===== config.mk =====
export PLATFORM = sky130hd
export DESIGN_NAME = spart_rx
export DESIGN_NICKNAME = d
export VERILOG_FILES = /design/src/rtl/spart_pkg.sv /design/src/rtl/spart_rx_byte.sv /design/src/rtl/spart_rx.sv
export SDC_FILE = /design/constraint.sdc
export NUM_CORES = 1
export LEC_CHECK = 0
export CORE_UTILIZATION = 45
export CTS_CLUSTER_DIAMETER = 80
export DETAILED_ROUTE_END_ITERATION = 7
export PLACE_DENSITY = 0.73
export RECOVER_POWER = 100
export SLEW_MARGIN = 20
export SYNTH_ARGS = -nofsm -noshare
export SYNTH_HDL_FRONTEND = slang
export SYNTH_SLANG_ARGS = --single-unit

===== constraint.sdc =====
create_clock -name sys_clk -period 3.8 [get_ports sys_clk]
set_input_delay 0.76 -clock sys_clk [delete_from_list [all_inputs] [get_ports sys_clk]]
set_output_delay 0.76 -clock sys_clk [all_outputs]
set_load 0.03 [all_outputs]

===== src/rtl/spart_pkg.sv =====
// Shared types and constants for the SPART serial receiver.
// Build option: define SPART_PARITY_EN to add an even-parity bit after data bit 7.
package spart_pkg;

   localparam int SPART_BYTES_PER_WORD = 4;
   localparam int SPART_DATA_BITS      = 8;

   // Byte-level receive FSM states; PARITY only exists when parity is built in
   typedef enum logic [2:0] {
      ST_IDLE   = 3'd0,
      ST_START  = 3'd1,
      ST_DATA   = 3'd2,
`ifdef SPART_PARITY_EN
      ST_PARITY = 3'd3,
`endif
      ST_STOP   = 3'd4
   } state_e;

endpackage


===== src/rtl/spart_rx_byte.sv =====
// Byte receiver: two-flop synchronizer, single baud counter and byte FSM.
// byte_valid_o / byte_err_o are decodes of the stop-bit sample point, so the
// word logic downstream registers them on the very edge the stop bit is taken.
// Build option: SPART_PARITY_EN inserts a PARITY state (even parity).
module spart_rx_byte
   import spart_pkg::*;
#(
   parameter int DIV = 16
) (
   input  logic                       clk_i,
   input  logic                       rst_i,
   input  logic                       rx_i,
   output logic                       byte_valid_o,
   output logic [SPART_DATA_BITS-1:0] byte_data_o,
   output logic                       byte_err_o
);

   localparam int              CNT_W    = $clog2(DIV);
   localparam logic [CNT_W-1:0] HALF_M1 = CNT_W'(DIV / 2 - 1);
   localparam logic [CNT_W-1:0] FULL_M1 = CNT_W'(DIV - 1);
   localparam logic [2:0]       LAST_BIT = 3'(SPART_DATA_BITS - 1);

   logic [1:0]                 sync_q;
   logic                       rx_s;
   state_e                     state_q;
   logic [CNT_W-1:0]           baud_cnt_q;
   logic [2:0]                 bit_idx_q;
   logic [SPART_DATA_BITS-1:0] shift_q;
   logic                       full_hit;
   logic                       stop_hit;
   logic                       frame_ok;
`ifdef SPART_PARITY_EN
   logic                       parity_ok_q;
`endif

   assign rx_s     = sync_q[1];
   assign full_hit = (baud_cnt_q == FULL_M1);

   // Synchronize the asynchronous serial line into the clock domain
   always_ff @(posedge clk_i) begin
      // NOTE: reset the flops to the idle-high line level so release never looks like a start bit.
      if (rst_i) sync_q <= 2'b11;
      else       sync_q <= {sync_q[0], rx_i};
   end

   // Byte FSM: every state is timed by baud_cnt_q, sampling at mid-bit
   always_ff @(posedge clk_i) begin
      // NOTE: state registers use non-blocking assignments so every branch sees pre-edge values.
      if (rst_i) begin
         state_q     <= ST_IDLE;
         baud_cnt_q  <= '0;
         bit_idx_q   <= '0;
         shift_q     <= '0;
`ifdef SPART_PARITY_EN
         parity_ok_q <= 1'b1;
`endif
      end else begin
         case (state_q)
            ST_IDLE: begin
               baud_cnt_q <= '0;
               if (!rx_s) state_q <= ST_START;
            end
            ST_START: begin
               if (baud_cnt_q == HALF_M1) begin
                  baud_cnt_q <= '0;
                  bit_idx_q  <= '0;
                  state_q    <= rx_s ? ST_IDLE : ST_DATA;
               end else begin
                  baud_cnt_q <= baud_cnt_q + 1'b1;
               end
            end
            ST_DATA: begin
               if (full_hit) begin
                  baud_cnt_q <= '0;
                  shift_q    <= {rx_s, shift_q[SPART_DATA_BITS-1:1]};
                  bit_idx_q  <= bit_idx_q + 1'b1;
                  if (bit_idx_q == LAST_BIT) begin
`ifdef SPART_PARITY_EN
                     state_q <= ST_PARITY;
`else
                     state_q <= ST_STOP;
`endif
                  end
               end else begin
                  baud_cnt_q <= baud_cnt_q + 1'b1;
               end
            end
`ifdef SPART_PARITY_EN
            ST_PARITY: begin
               if (full_hit) begin
                  baud_cnt_q  <= '0;
                  parity_ok_q <= (rx_s == (^shift_q));
                  state_q     <= ST_STOP;
               end else begin
                  baud_cnt_q <= baud_cnt_q + 1'b1;
               end
            end
`endif
            ST_STOP: begin
               if (full_hit) begin
                  baud_cnt_q <= '0;
                  state_q    <= ST_IDLE;
               end else begin
                  baud_cnt_q <= baud_cnt_q + 1'b1;
               end
            end
            default: begin
               baud_cnt_q <= '0;
               state_q    <= ST_IDLE;
            end
         endcase
      end
   end

`ifdef SPART_PARITY_EN
   assign frame_ok = rx_s & parity_ok_q;
`else
   assign frame_ok = rx_s;
`endif

   assign stop_hit     = (state_q == ST_STOP) && full_hit;
   assign byte_valid_o = stop_hit && frame_ok;
   assign byte_err_o   = stop_hit && !frame_ok;
   assign byte_data_o  = shift_q;

endmodule


===== src/rtl/spart_rx.sv =====
// SPART receiver top: collects four accepted bytes little-endian into a word,
// raises word_irq / word_pending, tracks overrun and reports framing errors.
// Build option: SPART_PARITY_EN (even parity, handled in spart_rx_byte).
module spart_rx
   import spart_pkg::*;
#(
   parameter int CLK_HZ = 50_000_000,
   parameter int BAUD   = 115_200
) (
   input  logic        sys_clk,
   input  logic        rst,
   input  logic        rx,
   input  logic        data_ack,
   output logic        word_irq,
   output logic [31:0] word_data,
   output logic        word_pending,
   output logic        overrun,
   output logic        frame_err
);

   localparam int         DIV      = CLK_HZ / BAUD;
   localparam int         ACC_W    = (SPART_BYTES_PER_WORD - 1) * SPART_DATA_BITS;
   localparam logic [1:0] LAST_IDX = 2'(SPART_BYTES_PER_WORD - 1);

   logic                       byte_valid;
   logic [SPART_DATA_BITS-1:0] byte_data;
   logic                       byte_err;

   logic [1:0]       byte_idx_q, byte_idx_d;
   logic [ACC_W-1:0] acc_q, acc_d;
   logic [31:0]      word_data_q, word_data_d;
   logic             word_irq_q, word_irq_d;
   logic             pending_q, pending_d;
   logic             overrun_q, overrun_d;
   logic             frame_err_q, frame_err_d;

   spart_rx_byte #(.DIV(DIV)) u_byte (
      .clk_i        (sys_clk),
      .rst_i        (rst),
      .rx_i         (rx),
      .byte_valid_o (byte_valid),
      .byte_data_o  (byte_data),
      .byte_err_o   (byte_err)
   );

   // Word assembly and flag next-state; partial bytes stay in acc_q only
   always_comb begin
      // NOTE: every output gets a default first so no path can infer a latch.
      byte_idx_d  = byte_idx_q;
      acc_d       = acc_q;
      word_data_d = word_data_q;
      word_irq_d  = 1'b0;
      pending_d   = pending_q;
      overrun_d   = overrun_q;
      frame_err_d = byte_err;

      if (data_ack) pending_d = 1'b0;

      if (byte_err) begin
         byte_idx_d = '0;
      end else if (byte_valid) begin
         acc_d      = {byte_data, acc_q[ACC_W-1:SPART_DATA_BITS]};
         byte_idx_d = byte_idx_q + 1'b1;
         if (byte_idx_q == LAST_IDX) begin
            word_data_d = {byte_data, acc_q};
            word_irq_d  = 1'b1;
            pending_d   = 1'b1;
            // an ack landing on the completion edge consumes the old word first
            if (pending_q && !data_ack) overrun_d = 1'b1;
         end
      end
   end

   // Register word state and all outputs
   always_ff @(posedge sys_clk) begin
      if (rst) begin
         byte_idx_q  <= '0;
         acc_q       <= '0;
         word_data_q <= '0;
         word_irq_q  <= 1'b0;
         pending_q   <= 1'b0;
         overrun_q   <= 1'b0;
         frame_err_q <= 1'b0;
      end else begin
         byte_idx_q  <= byte_idx_d;
         acc_q       <= acc_d;
         word_data_q <= word_data_d;
         word_irq_q  <= word_irq_d;
         pending_q   <= pending_d;
         overrun_q   <= overrun_d;
         frame_err_q <= frame_err_d;
      end
   end

   assign word_irq     = word_irq_q;
   assign word_data    = word_data_q;
   assign word_pending = pending_q;
   assign overrun      = overrun_q;
   assign frame_err    = frame_err_q;

endmodule


==> flow_metrics.env <==
export IMPL_synth_area_sq_um=4045
export IMPL_cts_hold_buf=0
export IMPL_post_cts_buffers=0
export IMPL_wl_um=8053
export IMPL_tightest_slew_ns=1.927
export IMPL_rsz0062_at_grt="false"
export IMPL_grt_first_pass_wirelength_um=13870
export IMPL_firstDrtPassIters=5
export IMPL_fin_tns_setup_ns=0
export IMPL_crit_fanout=42
export IMPL_hold_viol=0
export IMPL_die_h_um=96.81
export IMPL_grt_pass1_vias=2942
export IMPL_rows=34
export IMPL_htreeDepth=3
export IMPL_vias_per_cell=5.762
export IMPL_vias=3123
export IMPL_power_uw=1648
export IMPL_gp_congestion=0.7167
export IMPL_cts_tree="built"
export IMPL_postSynthCellCount=421
export IMPL_min_period_ns=3.044
export IMPL_clkLatencyLatePin_ns=0.36
export IMPL_grt_antenna_before_repair=0
export IMPL_yosysWarnings=0
export IMPL_criticalPathCategory="reg2reg"
export IMPL_required_ns=4.07
export IMPL_grt_max_degree=123
export IMPL_critPathArrivalTime_ns=3.31
export IMPL_ctsResizeCount=0
export IMPL_die_area_sq_um=9372
export IMPL_slew_headroom=-0.2849
export IMPL_drc=0
export IMPL_violations="capacitance limit, slew limit"
export IMPL_ant_nets=0
export IMPL_drive_gt1_frac=0.07373
export IMPL_areaGrowthSynthToFinish_pct=11.94
export IMPL_coreArea_sq_um=8721
export IMPL_antenna_cells=0
export IMPL_hp_class="reg2reg"
export IMPL_max_cap_viol_count=1
export IMPL_portBuffers=39
export IMPL_synth_top_cell_by_area="dfxtp_1"
export IMPL_yosys_register_bits=87
export IMPL_leakage_uw=0.001454
export IMPL_grt_usage=0.1747
export IMPL_ios=40
export IMPL_nets=439
export IMPL_syn_num_nets=431
export IMPL_timing_final_crit_share=0.8010
export IMPL_ir_drop_mv=0.1576
export IMPL_finalSetupViolCount=0
export IMPL_yosys_top_cells_area="dfxtp_1 (43%), nand2b_1 (10%), mux2i_1 (7.9%), o31ai_1 (6.9%), nand4_1 (6.0%)"
export IMPL_grt_overflow=0
export IMPL_yosysSeqAreaShare=0.4306
export IMPL_clock_sinks=87
export IMPL_worstSetupStartpoint="u_byte.baud_cnt_q[0]$_SDFF_PP0_"
export IMPL_clock_skew_ns=0.01126
export IMPL_synth_distinct_cells=50
export IMPL_path_clk_slew_ns=0.08
export IMPL_max_freq_ghz=0.3285
export IMPL_drt_iter0_drc=178
export IMPL_power_per_cell_area_nw_per_um2=364.0
export IMPL_clockRootBuffer="clkbuf_8"
export IMPL_numCtsBuffers=9
export IMPL_clk_path_buf_depth=2
export IMPL_die_w_um=96.81
export IMPL_avgSynthCellArea_sq_um=9.608
export IMPL_rr_startpoint="u_byte.baud_cnt_q[0]$_SDFF_PP0_"
export IMPL_synth_top_area_frac=0.4306
export IMPL_start_kind="register"
export IMPL_maxSlewViolCount=123
export IMPL_outcome="finished, violations left"
export IMPL_routedWlPerCell_um=14.86
export IMPL_hpwl_um=4847
export IMPL_end_kind="register"
export IMPL_initial_core_util=0.4638
export IMPL_hold_start="u_byte.sync_q[0]$_SDFF_PP1_"
-- worst max-delay path: stages (launching register included) --
cell and delay [ns]:
dfxtp_1 0.42, ha_1 0.20, nor4bb_1 0.29, clkbuf_2 0.69, and4_2 1.07, mux2i_1 0.29
-- cells in the mapped netlist, drive strengths merged --
cell,instances
a211o,1
a211oi,6
a21oi,36
a221oi,4
a311oi,1
a31oi,2
and4,1
and4b,1
and4bb,1
buf,23
clkbuf,24
dfxtp,87
dlygate4sd1,1
ha,6
inv,5
mux2i,32
nand2,4
nand2b,66
nand3,4
nand4,39
nand4b,1
nand4bb,2
nor2,1
nor2b,5
nor3,3
nor3b,2
nor4,1
nor4bb,1
o21ai,4
o21ba,1
o21bai,1
o31ai,37
o41ai,2
or2,2
or3,3
or3b,3
or4,3
or4b,1
xnor2,2
xor2,2
-- layout make-up --
class | instances | area (sq um)
Sequential cell | 87 | 1742
Tap cell | 108 | 135.1
Fill cell | 790 | 4193
Multi-Input combinational cell | 281 | 1994
Clock buffer | 11 | 131.4
Clock inverter | 5 | 81.33
Inverter | 5 | 18.77
Timing Repair Buffer | 45 | 425.4
-- where the power goes --
group	leakage (uW)	total, uW	internal (uW)	switching (uW)
clock network	0.000104	694	372	322
registers	0.000701	916	913	2.99
logic	0.000649	38.5	18.3	20.2
total	0.00145	1650	1300	345
-- stage by stage --
stage	std cells	area [sq um]	utilization	setup WS, ns	hold WS [ns]
2_1_floorplan	421	4045	-	2.144	0.3895
3_3_place_gp	526	4368	0.5009	1.239	0.3954
3_5_place_dp	526	4373	0.5014	1.124	0.4002
4_1_cts	542	4586	0.5258	1.084	0.4202
5_1_grt	542	4528	0.5192	0.5279	0.4295
6_report	542	4528	0.5192	0.7561	0.4159
-- cells in the final DEF, fill, tap and decap left out, types with 2 or more instances in the layout --
cell	synthesis	final
dfxtp_1	87	87
nand2b_1	66	66
nand4_1	39	39
o31ai_1	37	37
a21oi_1	36	36
dlygate4sd3_1	0	36
mux2i_1	32	32
clkbuf_8	1	9
a211oi_1	6	6
ha_1	6	6
inv_1	5	5
nor2b_1	5	5
nand3_1	4	4
nand2_1	4	4
a221oi_1	0	4
o21ai_0	4	4
buf_4	3	4
nor3_1	3	3
nand4bb_1	2	2
or2_2	2	2
o41ai_1	2	2
xnor2_1	2	2
a31oi_1	2	2
or4_1	2	2
or3_1	2	2
xor2_1	2	2
clkbuf_1	22	2
bufinv_16	0	2
clkdlybuf4s50_1	0	2
clkbuf_2	1	2
-- logic make-up after synthesis --
kind of cell	count (synthesis)	synth area share
adder cells (fa/ha/maj)	6	0.01856
flip-flops	87	0.4306
buffers and inverters	53	0.07176
multiplexers	32	0.07918
AND/OR/NAND/NOR	144	0.2301
AO/OA/AOI/OAI	95	0.1612
XOR/XNOR	4	0.008662
-- sequential cells by signal, summed over array words and instances, names as in the netlist --
register / count
u_byte.bit_idx_q: 3
overrun: 1
u_byte.baud_cnt_q: 9
acc_q: 24
u_byte.byte_data_o: 8
byte_idx_q: 2
frame_err: 1
word_pending: 1
word_irq: 1
u_byte.sync_q: 2
u_byte.state_q: 3
word_data: 32
-- final timing paths --
kind / endpoint / slack [ns] / cells after the start
worst min register to register: u_byte.sync_q[1]$_SDFF_PP1_ / 0.42 / 1
worst min-delay path: u_byte.sync_q[1]$_SDFF_PP1_ / 0.42 / 1
worst max-delay path: word_data[22]$_SDFFE_PP0P_ / 0.76 / 5
worst max register to register: word_data[22]$_SDFFE_PP0P_ / 0.76 / 5
-- layer usage --
metal | routed length [um] | track usage | vias to the layer above | part of all wire
li1 | - | - | 1556 | -
met1 | 3738 | 0.2275 | 1491 | 0.46
met3 | 227 | 0.02818 | 15 | 0.028
met4 | 171 | 0.07807 | 0 | 0.021
met2 | 3916 | 0.2844 | 61 | 0.49
met5 | 0 | 0 | - | 0
No activity file was read; power rests on OpenSTA's default activity.
